<file path="config.mk">
export PLATFORM = sky130hd
export DESIGN_NAME = spart_uart_rx_flat
export DESIGN_NICKNAME = d
export VERILOG_FILES = /design/src/rtl/spart_uart_rx_if.sv /design/src/rtl/spart_uart_rx.sv /design/src/flat_wrapper.sv
export SDC_FILE = /design/constraint.sdc
export NUM_CORES = 1
export LEC_CHECK = 0
export ABC_AREA = 1
export BUFFER_PORTS_ARGS = -buffer_cell sky130_fd_sc_hd__buf_2
export CORE_MARGIN = 5
export CORE_UTILIZATION = 45
export CTS_CLUSTER_DIAMETER = 150
export DETAILED_ROUTE_END_ITERATION = 16
export PLACE_DENSITY = 0.65
export SLEW_MARGIN = 30
export SYNTH_ARGS = -nofsm -noshare
export SYNTH_HDL_FRONTEND = slang
export SYNTH_SLANG_ARGS = --single-unit
</file>
<file path="constraint.sdc">
create_clock -name clk -period 1.6 [get_ports clk]
set_input_delay 0.24 -clock clk [delete_from_list [all_inputs] [get_ports clk]]
set_output_delay 0.24 -clock clk [all_outputs]
set_load 0.05 [all_outputs]
</file>
<file path="src/rtl/spart_uart_rx_if.sv">
// Purpose : bus bundle between the SPART queue logic and the 8N1 receive front end.
// Signals : RX        - UART RX pin level (asynchronous to clk, idles high)
//           baud      - clocks per bit, CNT_W bits wide (SPART DB register)
//           rx_data   - last good byte received
//           rdy       - one-cycle pulse, rx_data is new
//           frame_err - one-cycle pulse, stop bit sampled low
//           busy      - receiver is not idle
// Modports: master = SPART side (drives RX/baud), slave = receiver (drives results).
interface spart_uart_rx_if #(
    parameter int unsigned CNT_W = 13
);
    logic             RX;
    logic [CNT_W-1:0] baud;
    logic [7:0]       rx_data;
    logic             rdy;
    logic             frame_err;
    logic             busy;

    modport master (
        output RX, baud,
        input  rx_data, rdy, frame_err, busy
    );

    modport slave (
        input  RX, baud,
        output rx_data, rdy, frame_err, busy
    );
endinterface

</file>
<file path="src/rtl/spart_uart_rx.sv">
// Purpose : SPART serial receive front end. Deserialises 8N1 frames from the RX pin
//           into bytes, pulses rdy with the byte, pulses frame_err on a low stop bit.
// Ports   : clk - system clock
//           rst - asynchronous active-high reset
//           bus - spart_uart_rx_if.slave (RX, baud in; rx_data, rdy, frame_err, busy out)
// Config  : define SPART_RX_MAJORITY_EN to take every bit sample as the 2-of-3 majority
//           of the synchronised line at cnt==2, 1 and 0 (same sampling instant/latency).
//           Undefined (default): single sample of the synchronised line at cnt==0.
module spart_uart_rx #(
    parameter int unsigned CNT_W    = 13,
    parameter int unsigned MIN_BAUD = 4
) (
    input  logic           clk,
    input  logic           rst,
    spart_uart_rx_if.slave bus
);
    localparam logic [2:0] IDLE      = 3'd0;
    localparam logic [2:0] START     = 3'd1;
    localparam logic [2:0] DATA      = 3'd2;
    localparam logic [2:0] STOP      = 3'd3;
    localparam logic [2:0] WAIT_HIGH = 3'd4;

    logic [1:0]       sync_q,    sync_d;
    logic [2:0]       state_q,   state_d;
    logic [CNT_W-1:0] period_q,  period_d;
    logic [CNT_W-1:0] cnt_q,     cnt_d;
    logic [2:0]       idx_q,     idx_d;
    logic [7:0]       shift_q,   shift_d;
    logic [7:0]       rx_data_q, rx_data_d;
    logic             rdy_q,     rdy_d;
    logic             frame_err_q, frame_err_d;
    logic             busy_q,    busy_d;

    logic             rxs;
    logic             sample_c;
    logic [CNT_W-1:0] b_c;

    // Synchronised line level; every decision uses this.
    assign rxs = sync_q[1];

    // Divisor clamped to the smallest workable bit period.
    assign b_c = (bus.baud < CNT_W'(MIN_BAUD)) ? CNT_W'(MIN_BAUD) : bus.baud;

`ifdef SPART_RX_MAJORITY_EN
    logic [1:0] hist_q, hist_d;
    logic       counting_c;

    assign counting_c = (state_q == START) || (state_q == DATA) || (state_q == STOP);

    // History of the two samples preceding the cnt==0 instant; cleared whenever cnt reloads.
    always_comb begin
        hist_d = hist_q;
        if ((state_q == IDLE && !rxs) || (counting_c && cnt_q == '0)) begin
            hist_d = 2'b00;
        end else if (counting_c && (cnt_q == CNT_W'(2) || cnt_q == CNT_W'(1))) begin
            hist_d = {hist_q[0], rxs};
        end
    end

    always_ff @(posedge clk or posedge rst) begin
        if (rst) hist_q <= 2'b00;
        else     hist_q <= hist_d;
    end

    assign sample_c = (hist_q[1] & hist_q[0]) | (hist_q[1] & rxs) | (hist_q[0] & rxs);
`else
    assign sample_c = rxs;
`endif

    // Next-state and output logic.
    always_comb begin
        sync_d      = {sync_q[0], bus.RX};
        state_d     = state_q;
        period_d    = period_q;
        cnt_d       = cnt_q;
        idx_d       = idx_q;
        shift_d     = shift_q;
        rx_data_d   = rx_data_q;
        rdy_d       = 1'b0;
        frame_err_d = 1'b0;

        case (state_q)
            IDLE: begin
                if (!rxs) begin
                    // Period is frozen here so mid-frame baud writes cannot skew the frame.
                    period_d = b_c;
                    cnt_d    = (b_c >> 1) - CNT_W'(1);
                    state_d  = START;
                end
            end
            START: begin
                if (cnt_q == '0) begin
                    if (sample_c) begin
                        state_d = IDLE;
                    end else begin
                        cnt_d   = period_q - CNT_W'(1);
                        idx_d   = 3'd0;
                        state_d = DATA;
                    end
                end else begin
                    cnt_d = cnt_q - CNT_W'(1);
                end
            end
            DATA: begin
                if (cnt_q == '0) begin
                    shift_d = {sample_c, shift_q[7:1]};
                    cnt_d   = period_q - CNT_W'(1);
                    if (idx_q == 3'd7) state_d = STOP;
                    else               idx_d   = idx_q + 3'd1;
                end else begin
                    cnt_d = cnt_q - CNT_W'(1);
                end
            end
            STOP: begin
                if (cnt_q == '0) begin
                    if (sample_c) begin
                        rx_data_d = shift_q;
                        rdy_d     = 1'b1;
                        state_d   = IDLE;
                    end else begin
                        frame_err_d = 1'b1;
                        state_d     = WAIT_HIGH;
                    end
                end else begin
                    cnt_d = cnt_q - CNT_W'(1);
                end
            end
            WAIT_HIGH: begin
                // A break or stuck-low line must go high before a new start is armed.
                if (rxs) state_d = IDLE;
            end
            default: begin
                state_d = IDLE;
            end
        endcase

        busy_d = (state_d != IDLE);
    end

    // State and output registers.
    always_ff @(posedge clk or posedge rst) begin
        if (rst) begin
            sync_q      <= 2'b11;
            state_q     <= IDLE;
            period_q    <= '0;
            cnt_q       <= '0;
            idx_q       <= 3'd0;
            shift_q     <= 8'h00;
            rx_data_q   <= 8'h00;
            rdy_q       <= 1'b0;
            frame_err_q <= 1'b0;
            busy_q      <= 1'b0;
        end else begin
            sync_q      <= sync_d;
            state_q     <= state_d;
            period_q    <= period_d;
            cnt_q       <= cnt_d;
            idx_q       <= idx_d;
            shift_q     <= shift_d;
            rx_data_q   <= rx_data_d;
            rdy_q       <= rdy_d;
            frame_err_q <= frame_err_d;
            busy_q      <= busy_d;
        end
    end

    assign bus.rx_data   = rx_data_q;
    assign bus.rdy       = rdy_q;
    assign bus.frame_err = frame_err_q;
    assign bus.busy      = busy_q;
endmodule
</file>
<file path="src/flat_wrapper.sv">
// flat-port wrapper written by rule: the top's interface ports become plain ports
module spart_uart_rx_flat 
#(
    parameter int unsigned CNT_W    = 13,
    parameter int unsigned MIN_BAUD = 4
)
  (clk, rst, bus_RX, bus_baud, bus_rx_data, bus_rdy, bus_frame_err, bus_busy);
  spart_uart_rx_if #(.CNT_W(CNT_W)) bus_i ();
  input  logic clk;
  input  logic rst;
  input wire logic [$bits(bus_i.RX)-1:0] bus_RX;
  input wire logic [$bits(bus_i.baud)-1:0] bus_baud;
  output wire logic [$bits(bus_i.rx_data)-1:0] bus_rx_data;
  output wire logic [$bits(bus_i.rdy)-1:0] bus_rdy;
  output wire logic [$bits(bus_i.frame_err)-1:0] bus_frame_err;
  output wire logic [$bits(bus_i.busy)-1:0] bus_busy;
  assign bus_i.RX = bus_RX;
  assign bus_i.baud = bus_baud;
  assign bus_rx_data = bus_i.rx_data;
  assign bus_rdy = bus_i.rdy;
  assign bus_frame_err = bus_i.frame_err;
  assign bus_busy = bus_i.busy;
  spart_uart_rx #(.CNT_W(CNT_W), .MIN_BAUD(MIN_BAUD)) u_core (.clk(clk), .rst(rst), .bus(bus_i));
endmodule
</file>
; ---- Yosys cells after proc, flatten, opt, wreduce, memory -nomap -nowiden
; Cells that the tools add are included.
[word_totals]
reg_bits = 53
latchBits = 0
ram_bits = 0
romBits = 0
inputBits = 16
output_inout_bits = 11
word_cells = 65
n_memories = 0
[op_classes]
addsub = 4
n_mul = 0
div_mod_pow = 0
magnitude_cmp = 1
n_eq_ne = 12
shifts = 0
mux = 27
n_bitwise = 1
n_reduce_logical = 10
[op_table]
columns = operator, count
row1 = 13-bit 2-to-1 mux, 6
row2 = 13-bit case mux with 4 select lines, 1
row3 = 3-bit 2-to-1 mux, 11
row4 = 13-bit by 1-bit subtractor with 13-bit output (second input constant), 2
row5 = 3-bit case mux with 5 select lines, 1
row6 = 13-bit logical NOT, 1
row7 = 13-bit by 3-bit < comparator with 1-bit output (second input constant), 1
row8 = 12-bit by 1-bit subtractor with 13-bit output (second input constant), 1
row9 = 2-bit inequality test (second input constant), 4
row10 = 3-bit by 2-bit == test with 1-bit output (second input constant), 2
row11 = 3-bit == test (second input constant), 2
row12 = 1-bit 2-to-1 mux, 6
row13 = 3-bit case mux with 2 select lines, 1
row14 = 5-bit AND reduction, 1
row15 = 2-bit by 1-bit inequality test with 1-bit output (second input constant), 2
row16 = 2-bit AND reduction, 2
row17 = 4-bit AND reduction, 1
row18 = 4-bit nonzero test, 1
row19 = 3-bit by 1-bit adder with 3-bit output (second input constant), 1
row20 = 3-bit by 1-bit == test with 1-bit output (second input constant), 1
row21 = 3-bit logical NOT, 1
row22 = 3-bit inequality test (second input constant), 1
row23 = 3-bit AND reduction, 1
row24 = 3-bit nonzero test, 1
row25 = other kinds (3), 3

; ---- Logic depth before layout (Yosys ltp)
[depth]
word_depth = 5
mapped_depth = 16
ltp_nobuf = 16

; ---- Least setup slack after synthesis
; No wires, ideal clock.
[synth_path]
path_kind = input-to-reg
start = input bus_baud[10]
end = register u_core.cnt_q[10]
setup_ns = 0.118
t_arrival_ns = 1.774
required_ns = 1.482
slack_ns = -0.292
path_stages = 15
path_buffers = 0
cell_sequence = nor2_1 -> nand2_1 -> nor2_1 -> nand2_1 -> nand2_1 -> ha_1 -> inv_1 -> nor2_1 -> nand3_1 -> nor2_1 -> nand3_1 -> nand3_1 -> nand3_1 -> a21oi_1 -> nor2_1
[synth_via]
elab_chain_cells = 5
[synth_rtl]
columns = element, line_no
row1 = start: declaration, flat_wrapper.sv:12  ; input wire logic [$bits(bus_i.baud)-1:0] bus_baud;
row2 = 13-bit by 3-bit < comparator with 1-bit output, spart_uart_rx.sv:42  ; assign b_c = (bus.baud < CNT_W'(MIN_BAUD)) ? CNT_W'(MIN_BAUD) : bus.baud;
row3 = 13-bit 2-to-1 mux (*), spart_uart_rx.sv:42
row4 = 12-bit by 1-bit subtractor with 13-bit output (*), spart_uart_rx.sv:87  ; cnt_d = (b_c >> 1) - CNT_W'(1);
row5 = 13-bit 2-to-1 mux (*), spart_uart_rx.sv:84  ; if (!rxs) begin
row6 = 13-bit case mux with 4 select lines (*), spart_uart_rx.sv:82  ; case (state_q)
row7 = end signal: assignment, spart_uart_rx.sv:157  ; cnt_q <= cnt_d;
row8 = end: declaration, spart_uart_rx.sv:26  ; logic [CNT_W-1:0] cnt_q, cnt_d;
; Every way passes the cells marked *; elsewhere a longest branch is shown, timed or not. The select of a mux whose other input is x is not followed.
; A chain may end at the register's enable or synchronous reset.

; ---- Worst setup path after layout
[layout_path]
start = register u_core.cnt_q[10]
end = register u_core.cnt_q[8]
[layout_via]
elab_chain_cells = 3
word_cells_on_any_way = 7
classes_between = eq/ne: 2 / mux: 3 / reduce/logical: 2
[layout_rtl]
columns = element, line_no
row1 = 13-bit logical NOT (*), "spart_uart_rx.sv:92, spart_uart_rx.sv:105, spart_uart_rx.sv:115"
row2 = "3-bit inequality test (no source line), or another cell as far along", --
row3 = 4-bit AND reduction (no source line) / 13-bit case mux with 4 select lines (equally long branches), --
; Every way passes the cells marked *; elsewhere a longest branch is shown, timed or not.

==> reports/qor.log <==
qor: run_status.outcome complete, but fails checks
qor: run_status.failing_checks negative setup slack
qor: setup_path.cpPeakStageDelay 420 ps
qor: placement.dp.final_hpwl 6960 um
qor: route.antenna_violating_nets_post_route 0
qor: route.drt_first_pass_iters 5
qor: power_and_ir_drop.peakVddDrop 0.6406 mV
qor: route.drc 0
qor: synth.synth_ff_type sky130_fd_sc_hd__dfrtp_1
qor: die.die_w 97.24 um
qor: route.met3WireLength 407 um
qor: synth.synth_enable_flop_cells 0
qor: finish.syn2layout_area_growth 40.19%
qor: placement.place_inst 634
qor: timing.setup_repair_after_global_routing_missed_its_margin yes
qor: setup_path.timing.setup.critical_path_class reg -> reg
qor: clock_tree.cts_tree done
qor: synth.mappedNetlistArea 0.003425 mm^2
qor: global_routing.grt_pass1_wl 15,810 um
qor: clock_tree.max_clock_buf_depth 2
qor: clock_tree.worst_skew_pair.late_latency 310 ps
qor: timing.fin_ws -125.6 ps
qor: power_and_ir_drop.static-leakage-power 2.290 nW
qor: hold_path.hold_path_class in -> reg
qor: setup_path.worst-r2r-cell-count 10
qor: power_and_ir_drop.sequential_share_of_power 35.9%
qor: setup_path.critical_path.max_fanout 6
qor: setup_path.required 1800 ps
qor: synth.post_synthesis_net_count 479
qor: route.met2WireLength 4790 um
qor: finish.post_route_cells_drive_above_1_share 43.46%
qor: synth.netlist.top_cell.by_area sky130_fd_sc_hd__dfrtp_1
qor: clock_tree.tritoncts.num_buffers 5
qor: setup_path.critPathArrivalTime 1930 ps
qor: timing.final_max_slew_viol_count 0
qor: power_and_ir_drop.switchingPower 2.574 mW
qor: synth.post_synth_inst_count 458
qor: die.placementRows 31
qor: power_and_ir_drop.comb_power_share 50.3%
qor: die.initial_core_util 46.71%
qor: timing.finalHoldWorstSlack 210.0 ps
qor: synth.ys_top_cells_by_area sky130_fd_sc_hd__dfrtp_1 (37%), sky130_fd_sc_hd__nand2_1 (12%), sky130_fd_sc_hd__nor2_1 (8.5%), sky130_fd_sc_hd__inv_1 (5.4%), sky130_fd_sc_hd__o21ai_0 (4.1%)
qor: finish.final-instance-count-excl-fill 665
qor: global_routing.grt_start_max_net_pins 24
qor: route.postRouteWirelength 9753 um
qor: synth.synthArstFlopShare 100.0%
qor: die.design.core.area 0.007331 mm^2
qor: clock_tree.clock-sinks 53
qor: global_routing.globalRouteTotalUtil 20.02%
qor: clock_tree.cts.reportedPaths.clkPinSlew 100 ps
qor: setup_path.worst-r2r-setup-slack -130 ps
qor: finish.final_core_utilization 65.49%
qor: setup_path.critical_path.reg2reg.startpoint u_core.cnt_q[10]
qor: power_and_ir_drop.cell_internal_pwr 3.429 mW
qor: placement.port_buffers 26
qor: timing.min_period_over_period 107.8%
qor: timing.period_needed 1726 ps
qor: global_routing.antenna_found_initial 0
qor: synth.synthesis.area_per_instance 7.477 um^2
qor: timing.finalClockSkew 7.859 ps
qor: setup_path.rr_endpoint u_core.cnt_q[8]
qor: clock_tree.cts_htree_levels 2
qor: placement.globalplace.congestion 0.8974
qor: synth.synth_most_common_cell sky130_fd_sc_hd__nand2_1
qor: setup_path.kind_of_launch_point_of_the_worst_setup_path flip-flop
qor: setup_path.critical_path_startpoint u_core.cnt_q[10]
qor: setup_path.end_kind flip-flop
qor: setup_path.cells_along_the_critical_path nor2_2 -> nand2_2 -> nor2_4 -> nand2_4 -> nor2_8 -> a21oi_4 -> buf_6 -> buf_6 -> nor2_4 -> a21oi_2
qor: setup_path.critical-path-slowest-cell sky130_fd_sc_hd__dfrtp_1
qor: die.fp.dieArea 0.009455 mm^2
qor: power_and_ir_drop.clock_power_share 13.8%
qor: route.detailroute.via_count 3,394
qor: die.design.portCount 27
qor: route.drt_iter0_drc 284
qor: flow_run.cap_viol_max_count 0
qor: synth.ys_types 37
qor: placement.dpl_cell_area 0.004130 mm^2
qor: setup_path.worst_setup_path_endpoint u_core.cnt_q[8]
qor: synth.synth.cells.most_frequent sky130_fd_sc_hd__nand2_1 (106), sky130_fd_sc_hd__nor2_1 (78), sky130_fd_sc_hd__dfrtp_1 (51)
qor: global_routing.vias_in_the_first_global_route 3,282
qor: route.post_drt_via_cell_ratio 5.104
qor: clock_tree.ctsRootBufferMaster sky130_fd_sc_hd__clkbuf_8
qor: finish.cell_area_after_layout 0.004801 mm^2
qor: synth.total_of_warnings_raised_by_yosys 0
qor: timing.worst-slew-pin-transition 486.9 ps
qor: power_and_ir_drop.cellPowerDensity 1250 mW/mm^2
qor: finish.nets 586
qor: finish.antenna-diode-count 0
qor: timing.slew_headroom 67.49%
qor: timing.setup_violations 26
qor: global_routing.grt-ovfl-total 0
qor: timing.timing.final.hold_violations 0
qor: route.top_layer_in_use met4
qor: die.dieHeight 97.24 um
qor: route.wire_per_inst 14.67 um
qor: timing.achievable_frequency 579.5 MHz
qor: synth.synth.ff_latch_count 53
qor: synth.synth-seq-area-share 38.80%
qor: synth.synthDominantCellAreaShare 37.27%
qor: power_and_ir_drop.swShare 42.88%
qor: route.wirelength_met1 4337 um
## flip-flops by register name (all words and copies together) (netlist names)
register	cells
u_core.state_q	3
u_core.cnt_q	13
u_core.shift_q	8
u_core.idx_q	3
u_core.bus.rx_data	8
u_core.sync_q	2
u_core.bus.busy	1
u_core.bus.rdy	1
u_core.period_q	13
u_core.bus.frame_err	1
## layout make-up
| cell class | count | area [um^2] |
|---|---|---|
| Inverter | 53 | 209.0 |
| Tap cell | 99 | 123.9 |
| Clock inverter | 3 | 28.78 |
| Timing Repair Buffer | 106 | 804.5 |
| Sequential cell | 53 | 1329 |
| Multi-Input combinational cell | 346 | 2237 |
| Fill cell | 574 | 2530 |
| Clock buffer | 5 | 68.82 |
## worst min path at each step
stage	from	end	slack (ps)	depth (start not counted)
2_1_floorplan	bus_RX	u_core.sync_q[0]	240	0
3_3_place_gp	rst	u_core.bus.rx_data[0]	280	2
3_5_place_dp	rst	u_core.bus.rx_data[0]	290	2
4_1_cts	bus_baud[0]	u_core.period_q[0]	210	3
5_1_grt	bus_baud[0]	u_core.period_q[0]	230	3
6_report	bus_baud[0]	u_core.period_q[0]	210	3
## per-stage QoR
| step | total power [mW] | setup TNS [ps] | setup WS, ps |
|---|---|---|---|
| after floorplan | 3.605 | -302.6 | -172.1 |
| after global placement | 4.456 | -2390 | -374.9 |
| after detailed placement | 4.523 | -3438 | -444.8 |
| after CTS | 5.659 | -723.1 | -82.61 |
| after global routing | 6.434 | -4117 | -206.9 |
| final | 6.003 | -1424 | -125.6 |
## layout by cell type (no fill, tap or decap), types with 4 or more instances in the layout
cell type / netlist / routed
sky130_fd_sc_hd__buf_6: 3 / 11
sky130_fd_sc_hd__o21ai_2: 15 / 17
sky130_fd_sc_hd__a21oi_2: 7 / 11
sky130_fd_sc_hd__xnor2_1: 4 / 4
sky130_fd_sc_hd__inv_1: 49 / 41
sky130_fd_sc_hd__nor2_1: 78 / 53
sky130_fd_sc_hd__a21oi_1: 13 / 7
sky130_fd_sc_hd__nand2_2: 8 / 20
sky130_fd_sc_hd__nand3_4: 2 / 6
sky130_fd_sc_hd__clkbuf_8: 0 / 5
sky130_fd_sc_hd__nor3_1: 6 / 4
sky130_fd_sc_hd__buf_2: 2 / 25
sky130_fd_sc_hd__nor2_4: 3 / 12
sky130_fd_sc_hd__dfrtp_1: 51 / 51
sky130_fd_sc_hd__nand3_1: 27 / 19
sky130_fd_sc_hd__nor2_2: 7 / 23
sky130_fd_sc_hd__o21ai_0: 28 / 23
sky130_fd_sc_hd__buf_4: 0 / 66
sky130_fd_sc_hd__o21ai_1: 1 / 4
sky130_fd_sc_hd__xor2_1: 12 / 11
sky130_fd_sc_hd__inv_2: 3 / 9
sky130_fd_sc_hd__nand3_2: 2 / 7
sky130_fd_sc_hd__nand2_1: 106 / 87
sky130_fd_sc_hd__nand2_4: 3 / 8
## cells by family after synthesis
group | Yosys count | synth area share [%]
AND/OR/NAND/NOR | 252 | 34.05
AO/OA/AOI/OAI | 71 | 13.52
buffers and inverters | 60 | 7.381
flip-flops | 53 | 38.80
XOR/XNOR | 16 | 4.092
adder cells (fa/ha/maj) | 5 | 1.827
multiplexers | 1 | 0.3288
## routing by layer
metal  vias to the layer above  GRT usage, %
met5                         -             0
met3                        24         2.010
met2                       106         32.70
li1                       1676             -
met4                         0         5.218
met1                      1588         28.45
## power by group through the flow
stage	sequential (mW)	clock (mW)	combinational (mW)
2_1_floorplan	2.04	0	1.56
6_report	2.15	0.827	3.02
3_5_place_dp	2.10	0	2.42
3_3_place_gp	2.08	0	2.38
4_1_cts	2.10	0.848	2.71
5_1_grt	2.20	0.892	3.34
## critical path, delay by kind of cell (launching register included)
family	cells	cell delay [ps]
DFF	1	420
AOI/OAI and AO/OA	2	140
buffers and inverters	2	280
and+or+nand+nor	6	780
## repair_timing
item,in CTS,in global routing
hold endpoints to repair,20,0
setup buffers,14,8
pin swaps,16,32
gates cloned,1,0
endpoints found under the setup margin,34,35
resized for setup,43,69
hold buffers,2,0
Power figures use the tool's default switching activity.
